`src/rtl/multi_cycle_ctrl.sv`:
```
// Multi-cycle MIPS control unit: sequences fetch/decode/execute/memory/writeback
// through one ALU, one unified memory and the register file.
module multi_cycle_ctrl (
  input  logic       clk,
  input  logic       rst_n,
  input  logic [5:0] opcode,
  input  logic [5:0] funct,
  input  logic       zero,
  input  logic       mem_ready,
  output logic       pc_write,
  output logic       iord,
  output logic       mem_read,
  output logic       mem_write,
  output logic       ir_write,
  output logic       reg_write,
  output logic [1:0] reg_dst,
  output logic [1:0] mem_to_reg,
  output logic       alu_src_a,
  output logic [1:0] alu_src_b,
  output logic       ext_zero,
  output logic [2:0] alu_ctrl,
  output logic [1:0] pc_source,
  output logic [3:0] state
);

  localparam logic [5:0] OP_RTYPE = 6'b000000;
  localparam logic [5:0] OP_J     = 6'b000010;
  localparam logic [5:0] OP_JAL   = 6'b000011;
  localparam logic [5:0] OP_BEQ   = 6'b000100;
  localparam logic [5:0] OP_BNE   = 6'b000101;
  localparam logic [5:0] OP_ADDI  = 6'b001000;
  localparam logic [5:0] OP_SLTI  = 6'b001010;
  localparam logic [5:0] OP_ANDI  = 6'b001100;
  localparam logic [5:0] OP_ORI   = 6'b001101;
  localparam logic [5:0] OP_LW    = 6'b100011;
  localparam logic [5:0] OP_SW    = 6'b101011;
  localparam logic [5:0] FN_JR    = 6'b001000;

  localparam logic [2:0] ALU_AND = 3'b000;
  localparam logic [2:0] ALU_OR  = 3'b001;
  localparam logic [2:0] ALU_ADD = 3'b010;
  localparam logic [2:0] ALU_NOR = 3'b100;
  localparam logic [2:0] ALU_SUB = 3'b110;
  localparam logic [2:0] ALU_SLT = 3'b111;

  typedef enum logic [3:0] {
    S_IF  = 4'd0,  S_ID  = 4'd1,  S_MA  = 4'd2,  S_MR  = 4'd3,
    S_LWB = 4'd4,  S_MW  = 4'd5,  S_RX  = 4'd6,  S_RWB = 4'd7,
    S_BR  = 4'd8,  S_J   = 4'd9,  S_IX  = 4'd10, S_IWB = 4'd11,
    S_JAL = 4'd12, S_JR  = 4'd13
  } state_t;

  state_t cur;

  always_ff @(posedge clk or negedge rst_n) begin
    if (!rst_n) begin
      cur <= S_IF;
    end else begin
      case (cur)
        S_IF:  if (mem_ready) cur <= S_ID;
        S_ID: begin
          case (opcode)
            OP_LW, OP_SW:                     cur <= S_MA;
            OP_RTYPE:                         cur <= (funct == FN_JR) ? S_JR : S_RX;
            OP_BEQ, OP_BNE:                   cur <= S_BR;
            OP_J:                             cur <= S_J;
            OP_JAL:                           cur <= S_JAL;
            OP_ADDI, OP_ANDI, OP_ORI, OP_SLTI: cur <= S_IX;
            default:                          cur <= S_IF;
          endcase
        end
        S_MA:  cur <= (opcode == OP_LW) ? S_MR : S_MW;
        S_MR:  if (mem_ready) cur <= S_LWB;
        S_MW:  if (mem_ready) cur <= S_IF;
        S_RX:  cur <= S_RWB;
        S_IX:  cur <= S_IWB;
        default: cur <= S_IF;
      endcase
    end
  end

  logic [2:0] rx_ctrl;
  logic [2:0] ix_ctrl;
  logic       ix_zext;

  always_comb begin
    case (funct)
      6'b100010: rx_ctrl = ALU_SUB;
      6'b100100: rx_ctrl = ALU_AND;
      6'b100101: rx_ctrl = ALU_OR;
      6'b101010: rx_ctrl = ALU_SLT;
      6'b100111: rx_ctrl = ALU_NOR;
      default:   rx_ctrl = ALU_ADD;
    endcase
    ix_zext = 1'b0;
    case (opcode)
      OP_ANDI: begin ix_ctrl = ALU_AND; ix_zext = 1'b1; end
      OP_ORI:  begin ix_ctrl = ALU_OR;  ix_zext = 1'b1; end
      OP_SLTI: ix_ctrl = ALU_SLT;
      default: ix_ctrl = ALU_ADD;
    endcase
  end

  // Moore decode of the current state; rst_n gates everything so IF's strobes
  // stay quiet while reset is held.
  always_comb begin
    pc_write   = 1'b0;
    iord       = 1'b0;
    mem_read   = 1'b0;
    mem_write  = 1'b0;
    ir_write   = 1'b0;
    reg_write  = 1'b0;
    reg_dst    = '0;
    mem_to_reg = '0;
    alu_src_a  = 1'b0;
    alu_src_b  = '0;
    ext_zero   = 1'b0;
    alu_ctrl   = '0;
    pc_source  = '0;
    if (rst_n) begin
      case (cur)
        S_IF: begin
          mem_read  = 1'b1;
          alu_src_b = 2'b01;
          alu_ctrl  = ALU_ADD;
          pc_write  = mem_ready;
          ir_write  = mem_ready;
        end
        S_ID: begin
          alu_src_b = 2'b11;
          alu_ctrl  = ALU_ADD;
        end
        S_MA: begin
          alu_src_a = 1'b1;
          alu_src_b = 2'b10;
          alu_ctrl  = ALU_ADD;
        end
        S_MR: begin
          mem_read = 1'b1;
          iord     = 1'b1;
        end
        S_LWB: begin
          reg_write  = 1'b1;
          mem_to_reg = 2'b01;
        end
        S_MW: begin
          mem_write = 1'b1;
          iord      = 1'b1;
        end
        S_RX: begin
          alu_src_a = 1'b1;
          alu_ctrl  = rx_ctrl;
        end
        S_RWB: begin
          reg_write = 1'b1;
          reg_dst   = 2'b01;
        end
        S_BR: begin
          alu_src_a = 1'b1;
          alu_ctrl  = ALU_SUB;
          pc_source = 2'b01;
          pc_write  = (opcode == OP_BNE) ? ~zero : zero;
        end
        S_J: begin
          pc_write  = 1'b1;
          pc_source = 2'b10;
        end
        S_IX: begin
          alu_src_a = 1'b1;
          alu_src_b = 2'b10;
          ext_zero  = ix_zext;
          alu_ctrl  = ix_ctrl;
        end
        S_IWB: begin
          reg_write = 1'b1;
          ext_zero  = ix_zext;
          alu_ctrl  = ix_ctrl;
        end
        S_JAL: begin
          pc_write   = 1'b1;
          pc_source  = 2'b10;
          reg_write  = 1'b1;
          reg_dst    = 2'b10;
          mem_to_reg = 2'b10;
        end
        S_JR: begin
          pc_write  = 1'b1;
          pc_source = 2'b11;
        end
        default: ;
      endcase
    end
  end

  assign state = cur;

endmodule

```
`config.mk`:
```
export PLATFORM = sky130hd
export DESIGN_NAME = multi_cycle_ctrl
export DESIGN_NICKNAME = d
export VERILOG_FILES = /design/src/rtl/multi_cycle_ctrl.sv
export SDC_FILE = /design/constraint.sdc
export NUM_CORES = 1
export LEC_CHECK = 0
export BUFFER_PORTS_ARGS = -buffer_cell sky130_fd_sc_hd__clkbuf_2
export CAP_MARGIN = 20
export CORE_ASPECT_RATIO = 0.9
export CORE_MARGIN = 5
export CORE_UTILIZATION = 35
export CTS_CLUSTER_DIAMETER = 100
export DETAILED_ROUTE_END_ITERATION = 10
export PLACE_DENSITY = 0.67
export REMOVE_ABC_BUFFERS = 1
export SETUP_SLACK_MARGIN = 0.3
export SLEW_MARGIN = 20
export SYNTH_ARGS = -nofsm -noshare
export SYNTH_HDL_FRONTEND = slang
export SYNTH_SLANG_ARGS = --single-unit
```
`constraint.sdc`:
```
create_clock -name clk -period 1.4 [get_ports clk]
set_input_delay 0.14 -clock clk [delete_from_list [all_inputs] [get_ports clk]]
set_output_delay 0.14 -clock clk [all_outputs]
set_load 0.02 [all_outputs]
```
Yosys cells after proc, flatten, opt, wreduce, memory -nomap -nowiden
Index checks and enable logic that the tools add are counted.
{ "totals": {"ff_bits": 4, "input_bits": 16, "out_inout_bits": 23, "elab_cells": 87} }
{ "classes": {"eq_ne": 32, "n_mux": 37, "n_bitwise": 1, "reduce_logical": 16} }
{ "op_table": {"columns": ["op", "count"], "rows": [
  ["$eq 6x6->1 const B", 7],
  ["$eq 6x4->1 const B", 5],
  ["$pmux 4 s7", 1],
  ["$eq 4x4->1 const B", 6],
  ["$pmux 4 s6", 1],
  ["$mux 1", 17],
  ["$eq 4x3->1 const B", 4],
  ["$mux 4", 4],
  ["$reduce_or 2->1", 8],
  ["$pmux 3 s5", 1],
  ["$eq 6x2->1 const B", 2],
  ["$eq 6x3->1 const B", 2],
  ["$pmux 2 s3", 2],
  ["$pmux 3 s4", 1],
  ["$reduce_or 4->1", 3],
  ["$pmux 3 s3", 1],
  ["$eq 4x2->1 const B", 2],
  ["$mux 2", 4],
  ["$pmux 2 s2", 2],
  ["$logic_not 6->1", 1],
  ["$mux 3", 2],
  ["$ne 2x2->1 const B", 3],
  ["$reduce_or 3->1", 2],
  ["$eq 4x1->1 const B", 1],
  ["4 further kinds", 4]
]} }

Depth between registers and ports, before layout
Gate-level depths: netlist of run 1.
{ "depth": {"word_depth": 5, "depth_mapped": 6, "ltp_nobuf": 4} }

Worst setup path before layout of run 1
OpenSTA, ideal clock, no wires.
{ "synth_timing": {"path_type": "register -> output", "from": "register cur[2], in the netlist state[2]", "to": "output ir_write", "t_arrival_ns": 1.611, "t_required_ns": 1.260, "slack_ns": -0.351, "stages_incl_launch_ff": 6, "n_path_buf": 2, "path_cell_list": "dfrtp_1 > buf_6 > clkbuf_8 > nor2_1 > nand2_1 > nor4_1"} }
{ "synth_via": {"elab_chain_len": 3} }
{ "synth_lines": {"columns": ["item", "line_no", "source"], "rows": [
  ["from (decl)", "53", "state_t cur;"],
  ["from (signal assigned)", "64", "OP_RTYPE: cur <= (funct == FN_JR) ? S_JR : S_RX;"],
  ["from (signal assigned)", "72", "S_MA: cur <= (opcode == OP_LW) ? S_MR : S_MW;"],
  ["$logic_not 4->1", "121", "case (cur)"],
  ["$mux 1", "121", null],
  ["$mux 1", "120", "if (rst_n) begin"],
  ["to (decl)", "14", "output logic ir_write,"]
]} }
Every way passes these cells.

Worst setup path in the final report of run 1
{ "layout_timing": {"from": "register cur[2], in the netlist state[2]", "to": "output reg_write"} }
{ "layout_via": {"elab_chain_len": 4, "elab_cells_between_ends": 7, "cone_classes": "eq/ne (4); mux (2); reduce/logical (1)"} }
{ "layout_lines": {"columns": ["item", "line_no", "source"], "rows": [
  ["$eq 4x4->1 / $eq 4x3->1 (equally long branches)", "121", null],
  ["$reduce_or 4->1 (no source line) (*)", null, null],
  ["$mux 1 (*)", "121", null],
  ["$mux 1 (*)", "120", null],
  ["to (decl)", "15", "output logic reg_write,"]
]} }
Mark *: on every way between the ends. The rest lies on a longest branch, timed or not.

==> flow_results.xml, run 1 <==
<?xml version="1.0" encoding="UTF-8"?>
<metrics>
  <group name="run_status">
    <metric name="run_status" unit="">complete, but fails checks</metric>
    <metric name="failed_checks" unit="">setup timing</metric>
  </group>
  <group name="synth">
    <metric name="ys.flop_type" unit="">dfrtp_1</metric>
    <metric name="synth.yosys.seq_area_share" unit="%">10.6</metric>
    <metric name="postSynthCellCount" unit="">129</metric>
    <metric name="syn-mean-instance-area" unit="µm²">7.33</metric>
    <metric name="synth-edff-count" unit="">0</metric>
    <metric name="synthesis.yosys.warnings" unit="">0</metric>
    <metric name="yosys.cell_types.count" unit="">55</metric>
    <metric name="mappedNetlistArea" unit="µm²">946</metric>
    <metric name="synth.ff_latch_count" unit="">4</metric>
    <metric name="postSynth.asyncResetShare" unit="%">100</metric>
  </group>
  <group name="layout">
    <metric name="number_of_flip_flops_in_the_largest_register" unit="">4</metric>
    <metric name="postLayoutCoreUtil" unit="%">78.4</metric>
    <metric name="layout.cells.most_common_list" unit="">34 x buf_4, 31 x buf_6, 15 x clkbuf_2</metric>
    <metric name="most_common_library_cell_in_the_layout_ignoring_fill_and_taps" unit="">buf_4</metric>
    <metric name="layout.nets" unit="">231</metric>
    <metric name="area_growth" unit="%">110</metric>
    <metric name="layout-drive-gt1-share" unit="%">71.4</metric>
    <metric name="final_design_area_no_fill" unit="µm²">1990</metric>
    <metric name="insertedDiodeCount" unit="">0</metric>
  </group>
  <group name="clock_network">
    <metric name="clock_latency" unit="ns">0.24</metric>
    <metric name="cts_num_sinks" unit="">4</metric>
    <metric name="clockBufferDepth" unit="">2</metric>
    <metric name="cts_tree" unit="">built</metric>
    <metric name="clock_tree.htree_level_count" unit="">1</metric>
    <metric name="cts.reportedPaths.clkPinSlew" unit="ns">0.04</metric>
    <metric name="tritoncts.num_buffers" unit="">3</metric>
    <metric name="root_buffer" unit="">clkbuf_4</metric>
  </group>
  <group name="drt">
    <metric name="ant_nets" unit="">0</metric>
    <metric name="detail_route.vias_per_cell" unit="">6.10</metric>
    <metric name="drt-initial-drc-count" unit="">128</metric>
    <metric name="drtPass1Iterations" unit="">4</metric>
    <metric name="drcViolationCount" unit="">0</metric>
    <metric name="detail_route.wirelength" unit="mm">4.95</metric>
    <metric name="routedWlPerCell" unit="µm">20.5</metric>
    <metric name="detailroute.via_count" unit="">1470</metric>
  </group>
  <group name="global_route">
    <metric name="grt_pass1_wl" unit="mm">6.37</metric>
    <metric name="grt_max_degree" unit="">13</metric>
    <metric name="globalRouteOverflowTotal" unit="">0</metric>
    <metric name="grt_antenna_before_repair" unit="">0</metric>
    <metric name="first_global_vias" unit="">1361</metric>
    <metric name="gr-usage-all-layers" unit="%">20.8</metric>
  </group>
  <group name="worst_setup_path">
    <metric name="worst_ep_arrival_time" unit="ns">1.62</metric>
    <metric name="critical_path_class" unit="">flip-flop to output port</metric>
    <metric name="setup.worst_path.start_class" unit="">flip-flop</metric>
    <metric name="regToRegStartpoint" unit="">state[0]</metric>
    <metric name="critPathRequiredTime" unit="ns">1.26</metric>
    <metric name="setup_crit_end_kind" unit="">output port</metric>
    <metric name="r2r_slack" unit="ns">-0.25</metric>
    <metric name="cp_max_fo" unit="">6</metric>
    <metric name="crit_start" unit="">state[2]</metric>
  </group>
  <group name="placed_design">
    <metric name="routabilityCongestion" unit="">0.878</metric>
    <metric name="numPortBuffers" unit="">38</metric>
    <metric name="dp.final_hpwl" unit="mm">2.72</metric>
    <metric name="placedInstanceArea" unit="µm²">1310</metric>
  </group>
  <group name="floorplanning">
    <metric name="start_util" unit="%">37.4</metric>
    <metric name="io_pins" unit="">39</metric>
    <metric name="floorplan.die_area" unit="µm²">3840</metric>
    <metric name="die_h" unit="µm">59.3</metric>
    <metric name="coreArea" unit="µm²">2530</metric>
    <metric name="floorplan.rows" unit="">17</metric>
    <metric name="die-width" unit="µm">64.8</metric>
  </group>
  <group name="sta">
    <metric name="setup-violations-final" unit="">23</metric>
    <metric name="timing.final.crit_period" unit="ns">1.76</metric>
    <metric name="final_min_period_over_clock_period" unit="%">126</metric>
    <metric name="maxSlewHeadroom" unit="%">75.7</metric>
    <metric name="rsz0062_at_grt" unit="">yes</metric>
    <metric name="drv_slew" unit="">0</metric>
    <metric name="fin_skew" unit="ns">0.00422</metric>
    <metric name="finalHoldViolations" unit="">0</metric>
    <metric name="setup_total_negative_slack" unit="ns">-5.21</metric>
    <metric name="post-route-worst-setup-slack" unit="ns">-0.364</metric>
    <metric name="whs" unit="ns">0.301</metric>
    <metric name="fmax" unit="GHz">0.567</metric>
    <metric name="timing_worst_slew_pin_value" unit="ns">0.365</metric>
  </group>
  <group name="worst_hold_path">
    <metric name="hold_sp" unit="">opcode[4]</metric>
    <metric name="holdCritPathClass" unit="">input pin to flip-flop</metric>
  </group>
  <group name="power_and_ir_drop">
    <metric name="power-per-cell-area" unit="nW/µm²">471</metric>
    <metric name="p_total" unit="W">0.000936</metric>
    <metric name="vdd.ir_drop.worst" unit="µV">502</metric>
    <metric name="power.static_leakage" unit="nW">0.908</metric>
  </group>
  <group name="run">
    <metric name="cap_violations" unit="">0</metric>
  </group>
</metrics>
-- layer usage --
| metal | vias up | wire [µm] | global-route usage [%] |
|---|---|---|---|
| li1 | 654 | - | - |
| met1 | 710 | 1740 | 24.1 |
| met2 | 80 | 2630 | 37.2 |
| met3 | 26 | 304 | 3.98 |
| met4 | 0 | 277 | 9.34 |
| met5 | - | 0 | 0 |
-- logic make-up (layout without fill, tap and decap cells) --
family,Yosys count,count (layout),share of synthesized area [%]
buffers and inverters,13,97,12.0
flip-flops,4,4,10.6
AO/OA/AOI/OAI,37,37,28.0
adder cells (fa/ha/maj),1,1,1.06
XOR/XNOR,3,3,2.78
AND/OR/NAND/NOR,71,71,45.5
-- path summary, 6_finish.rpt --
kind / cells after the start / end
hold / removal: 4 / state[1]
max in group asynchronous: 3 / state[0]
hold reg to reg: 2 / state[2]
setup / recovery: 7 / reg_write
setup reg to reg: 6 / state[0]
min in group asynchronous: 3 / state[1]
-- worst max-delay path: stages (launching register included) --
cell and delay, ns:
dfrtp_2 0.46, buf_6 0.15, nor2b_4 0.12, buf_4 0.12
buf_6 0.11, o21bai_1 0.16, a21boi_1 0.10, buf_4 0.16
-- what timing repair did --
action / 4_1_cts / 5_1_grt
gates resized for setup: 78 / 76
gates cloned: 0 / 0
buffers inserted: 10 / 10
endpoints found under the hold margin: 4 / 0
endpoints found under the setup margin: 27 / 27
pin swaps: 15 / 22
hold buffers: 1 / 0
-- synthesized netlist by cell type (3+ instances only) --
master	count	share of area (%)
nor2_1	13	5.2
nand2_1	12	4.8
a21oi_1	8	4.2
nor2b_1	7	4.6
nor3_1	7	3.7
o21ai_0	7	3.7
nand3_1	6	3.2
clkbuf_8	4	5.8
dfrtp_1	4	11
a31oi_1	3	2.0
and4_1	3	2.8
xor2_1	3	2.8
-- layout make-up --
cell class	count	area (µm²)
multi-input combinational	112	968
fill	138	546
tap	28	35.0
inverter	2	7.51
timing repair buffer	92	847
clock buffer	3	22.5
sequential	4	105
-- report_power, final --
| group | switching, W | leakage (nW) | internal (W) | total [W] |
|---|---|---|---|---|
| registers | 0.0000174 | 0.0480 | 0.000123 | 0.000141 |
| clock network | 0.0000502 | 0.0138 | 0.0000961 | 0.000146 |
| logic | 0.000309 | 0.846 | 0.000341 | 0.000649 |
-- stage by stage --
stage / setup slack [ns] / cells
floorplan: -0.501 / 118
global placement: -0.163 / 217
detailed placement: -0.242 / 217
CTS: -0.304 / 231
global route: -0.434 / 241
finish: -0.364 / 241
Note: power is estimated with default switching activity, not from simulation.
==> inputs of run 2 (changes only) <==
Settings changed: CORE_ASPECT_RATIO 0.9 to unset, CORE_MARGIN 5 to 2, SLEW_MARGIN 20 to unset.
==> run 2 against run 1 <==
Compared with the run above:
- cell area down 1.3%
- utilization down 0.77 points
- critical path type unchanged
- critical path depth down 1
- non-clock buffer count up 3
- largest power group unchanged
- total power down 4.0%
- the flow still finishes with violations (setup timing)
- sequential share of layout area up 0.071 points
- combinational power down 6.8%
- setup slack better by 0.0018 ns
- final cell count up 2.1%
==> flow_results.xml, run 2 (same netlist as run 1, synthesis figures left out) <==
<?xml version="1.0" encoding="UTF-8"?>
<metrics>
  <group name="run_status">
    <metric name="run_status" unit="">complete, but fails checks</metric>
    <metric name="failed_checks" unit="">setup timing</metric>
  </group>
  <group name="sta">
    <metric name="setup-violations-final" unit="">24</metric>
    <metric name="finalHoldViolations" unit="">0</metric>
    <metric name="drv_slew" unit="">0</metric>
    <metric name="final_min_period_over_clock_period" unit="%">126</metric>
    <metric name="timing.final.crit_period" unit="ns">1.76</metric>
    <metric name="fin_skew" unit="ns">0.00226</metric>
    <metric name="maxSlewHeadroom" unit="%">73.7</metric>
    <metric name="rsz0062_at_grt" unit="">yes</metric>
    <metric name="timing_worst_slew_pin_value" unit="ns">0.395</metric>
    <metric name="fmax" unit="GHz">0.567</metric>
    <metric name="post-route-worst-setup-slack" unit="ns">-0.362</metric>
  </group>
  <group name="power_and_ir_drop">
    <metric name="power-per-cell-area" unit="nW/µm²">459</metric>
    <metric name="power.static_leakage" unit="nW">0.897</metric>
    <metric name="vdd.ir_drop.worst" unit="µV">533</metric>
  </group>
  <group name="drt">
    <metric name="detail_route.wirelength" unit="mm">4.43</metric>
    <metric name="detail_route.vias_per_cell" unit="">5.89</metric>
    <metric name="drcViolationCount" unit="">0</metric>
    <metric name="ant_nets" unit="">0</metric>
    <metric name="routedWlPerCell" unit="µm">18.0</metric>
    <metric name="detailroute.via_count" unit="">1448</metric>
    <metric name="drt-initial-drc-count" unit="">65</metric>
    <metric name="drtPass1Iterations" unit="">5</metric>
  </group>
  <group name="clock_network">
    <metric name="clock_latency" unit="ns">0.25</metric>
    <metric name="cts.reportedPaths.clkPinSlew" unit="ns">0.04</metric>
    <metric name="tritoncts.num_buffers" unit="">3</metric>
    <metric name="clockBufferDepth" unit="">2</metric>
    <metric name="cts_num_sinks" unit="">4</metric>
    <metric name="root_buffer" unit="">clkbuf_4</metric>
    <metric name="cts_tree" unit="">built</metric>
    <metric name="clock_tree.htree_level_count" unit="">1</metric>
  </group>
  <group name="worst_setup_path">
    <metric name="regToRegStartpoint" unit="">state[2]</metric>
    <metric name="setup.worst_path.start_class" unit="">flip-flop</metric>
    <metric name="r2r-end" unit="">state[0]</metric>
    <metric name="critPathRequiredTime" unit="ns">1.26</metric>
    <metric name="cp_max_fo" unit="">8</metric>
    <metric name="worst_ep_arrival_time" unit="ns">1.62</metric>
    <metric name="worstPathCellList" unit="">buf_6 -&gt; a21oi_2 -&gt; nor2_1 -&gt; a211o_1 -&gt; a21oi_1 -&gt; buf_4</metric>
    <metric name="worst_path_max_stage_delay" unit="ns">0.49</metric>
    <metric name="critical_path_class" unit="">flip-flop to output port</metric>
    <metric name="setup_crit_end_kind" unit="">output port</metric>
    <metric name="cell_count_along_the_critical_path" unit="">6</metric>
    <metric name="r2r_slack" unit="ns">-0.35</metric>
    <metric name="worst_setup_path_endpoint" unit="">alu_ctrl[2]</metric>
    <metric name="crit_slowest_cell" unit="">dfrtp_2</metric>
    <metric name="crit_buf_inv" unit="">2</metric>
    <metric name="crit_family" unit="">compound AO/OA/AOI/OAI gates</metric>
    <metric name="worstRegToRegCells" unit="">6</metric>
    <metric name="crit_start" unit="">state[2]</metric>
  </group>
  <group name="global_route">
    <metric name="grt_antenna_before_repair" unit="">0</metric>
    <metric name="globalRouteOverflowTotal" unit="">0</metric>
    <metric name="grt_max_degree" unit="">11</metric>
    <metric name="first_global_vias" unit="">1396</metric>
    <metric name="gr-usage-all-layers" unit="%">25.3</metric>
    <metric name="grt_pass1_wl" unit="mm">6.37</metric>
  </group>
  <group name="floorplanning">
    <metric name="die_h" unit="µm">56.0</metric>
    <metric name="start_util" unit="%">37.5</metric>
    <metric name="floorplan.rows" unit="">18</metric>
    <metric name="io_pins" unit="">39</metric>
    <metric name="die-width" unit="µm">56.0</metric>
    <metric name="floorplan.die_area" unit="µm²">3130</metric>
    <metric name="coreArea" unit="µm²">2520</metric>
  </group>
  <group name="layout">
    <metric name="final.fill_count" unit="">181</metric>
    <metric name="layout.nets" unit="">234</metric>
    <metric name="layout-drive-gt1-share" unit="%">67.6</metric>
    <metric name="most_common_library_cell_in_the_layout_ignoring_fill_and_taps" unit="">buf_4</metric>
    <metric name="insertedDiodeCount" unit="">0</metric>
    <metric name="layout.cells.most_common_list" unit="">37 x buf_4, 26 x buf_6, 18 x clkbuf_2</metric>
    <metric name="number_of_flip_flops_in_the_largest_register" unit="">4</metric>
    <metric name="area_growth" unit="%">107</metric>
    <metric name="final_design_area_no_fill" unit="µm²">1960</metric>
    <metric name="fin_cells" unit="">246</metric>
  </group>
  <group name="worst_hold_path">
    <metric name="holdCritPathClass" unit="">input pin to flip-flop</metric>
    <metric name="worstHoldPathCells" unit="">4</metric>
  </group>
  <group name="placed_design">
    <metric name="numPortBuffers" unit="">38</metric>
    <metric name="placedInstanceArea" unit="µm²">1340</metric>
    <metric name="dp_worst_setup_slack" unit="ns">-0.243</metric>
    <metric name="dp.final_hpwl" unit="mm">2.59</metric>
    <metric name="routabilityCongestion" unit="">0.950</metric>
    <metric name="post-place-cells" unit="">221</metric>
  </group>
  <group name="run">
    <metric name="cap_violations" unit="">0</metric>
  </group>
</metrics>
run 2: where the power goes:
part / switching (W) / internal [W]
sequential: 0.0000130 / 0.000123
clock: 0.0000607 / 0.0000968
combinational: 0.000285 / 0.000320
run 2: stage by stage:
stage          TNS [ns]  total power [W]  utilization (%)  hold slack [ns]
2_1_floorplan     -5.10         0.000315                -           -0.156
3_3_place_gp     -0.675         0.000502             53.2            0.212
3_5_place_dp      -1.49         0.000512             53.2            0.229
4_1_cts           -4.59         0.000805             68.9            0.277
5_1_grt           -6.65         0.000944             77.7            0.320
6_report          -5.41         0.000898             77.7            0.321
run 2: layer usage:
layer	global-route usage, %	routed length [µm]
met1	26.8	1590
met2	48.7	2450
met3	5.35	291
met4	8.50	97
met5	0	0
run 2: worst min path at each step:
stage,start,to,slack (ns)
CTS,opcode[4],state[1],0.28
global placement,rst_n,state[2],0.21
detailed placement,rst_n,state[2],0.23
global route,opcode[4],state[1],0.32
finish,opcode[4],state[1],0.32
floorplan,rst_n,state[0],-0.16
run 2: layout make-up:
type / instances / area (µm²) / area share (%)
Inverter: 2 / 7.51 / 0.383
Tap cell: 30 / 37.5 / 1.92
Clock buffer: 3 / 22.5 / 1.15
Multi-Input combinational cell: 112 / 937 / 47.8
Timing Repair Buffer: 95 / 850 / 43.4
Sequential cell: 4 / 105 / 5.36
run 2: timing repair:
| item | in CTS | in global routing |
|---|---|---|
| gates resized for setup | 75 | 52 |
| hold buffers | 1 | 0 |
| pin swaps | 18 | 17 |
| setup endpoints to repair | 27 | 27 |
| setup buffers | 13 | 8 |
| endpoints found under the hold margin | 4 | 0 |
run 2: tightest hold or removal path, cell delays in order:
cell	delay, ns
clkbuf_2	0.17
nor4_4	0.07
o21ai_2	0.07
o2bb2ai_1	0.07
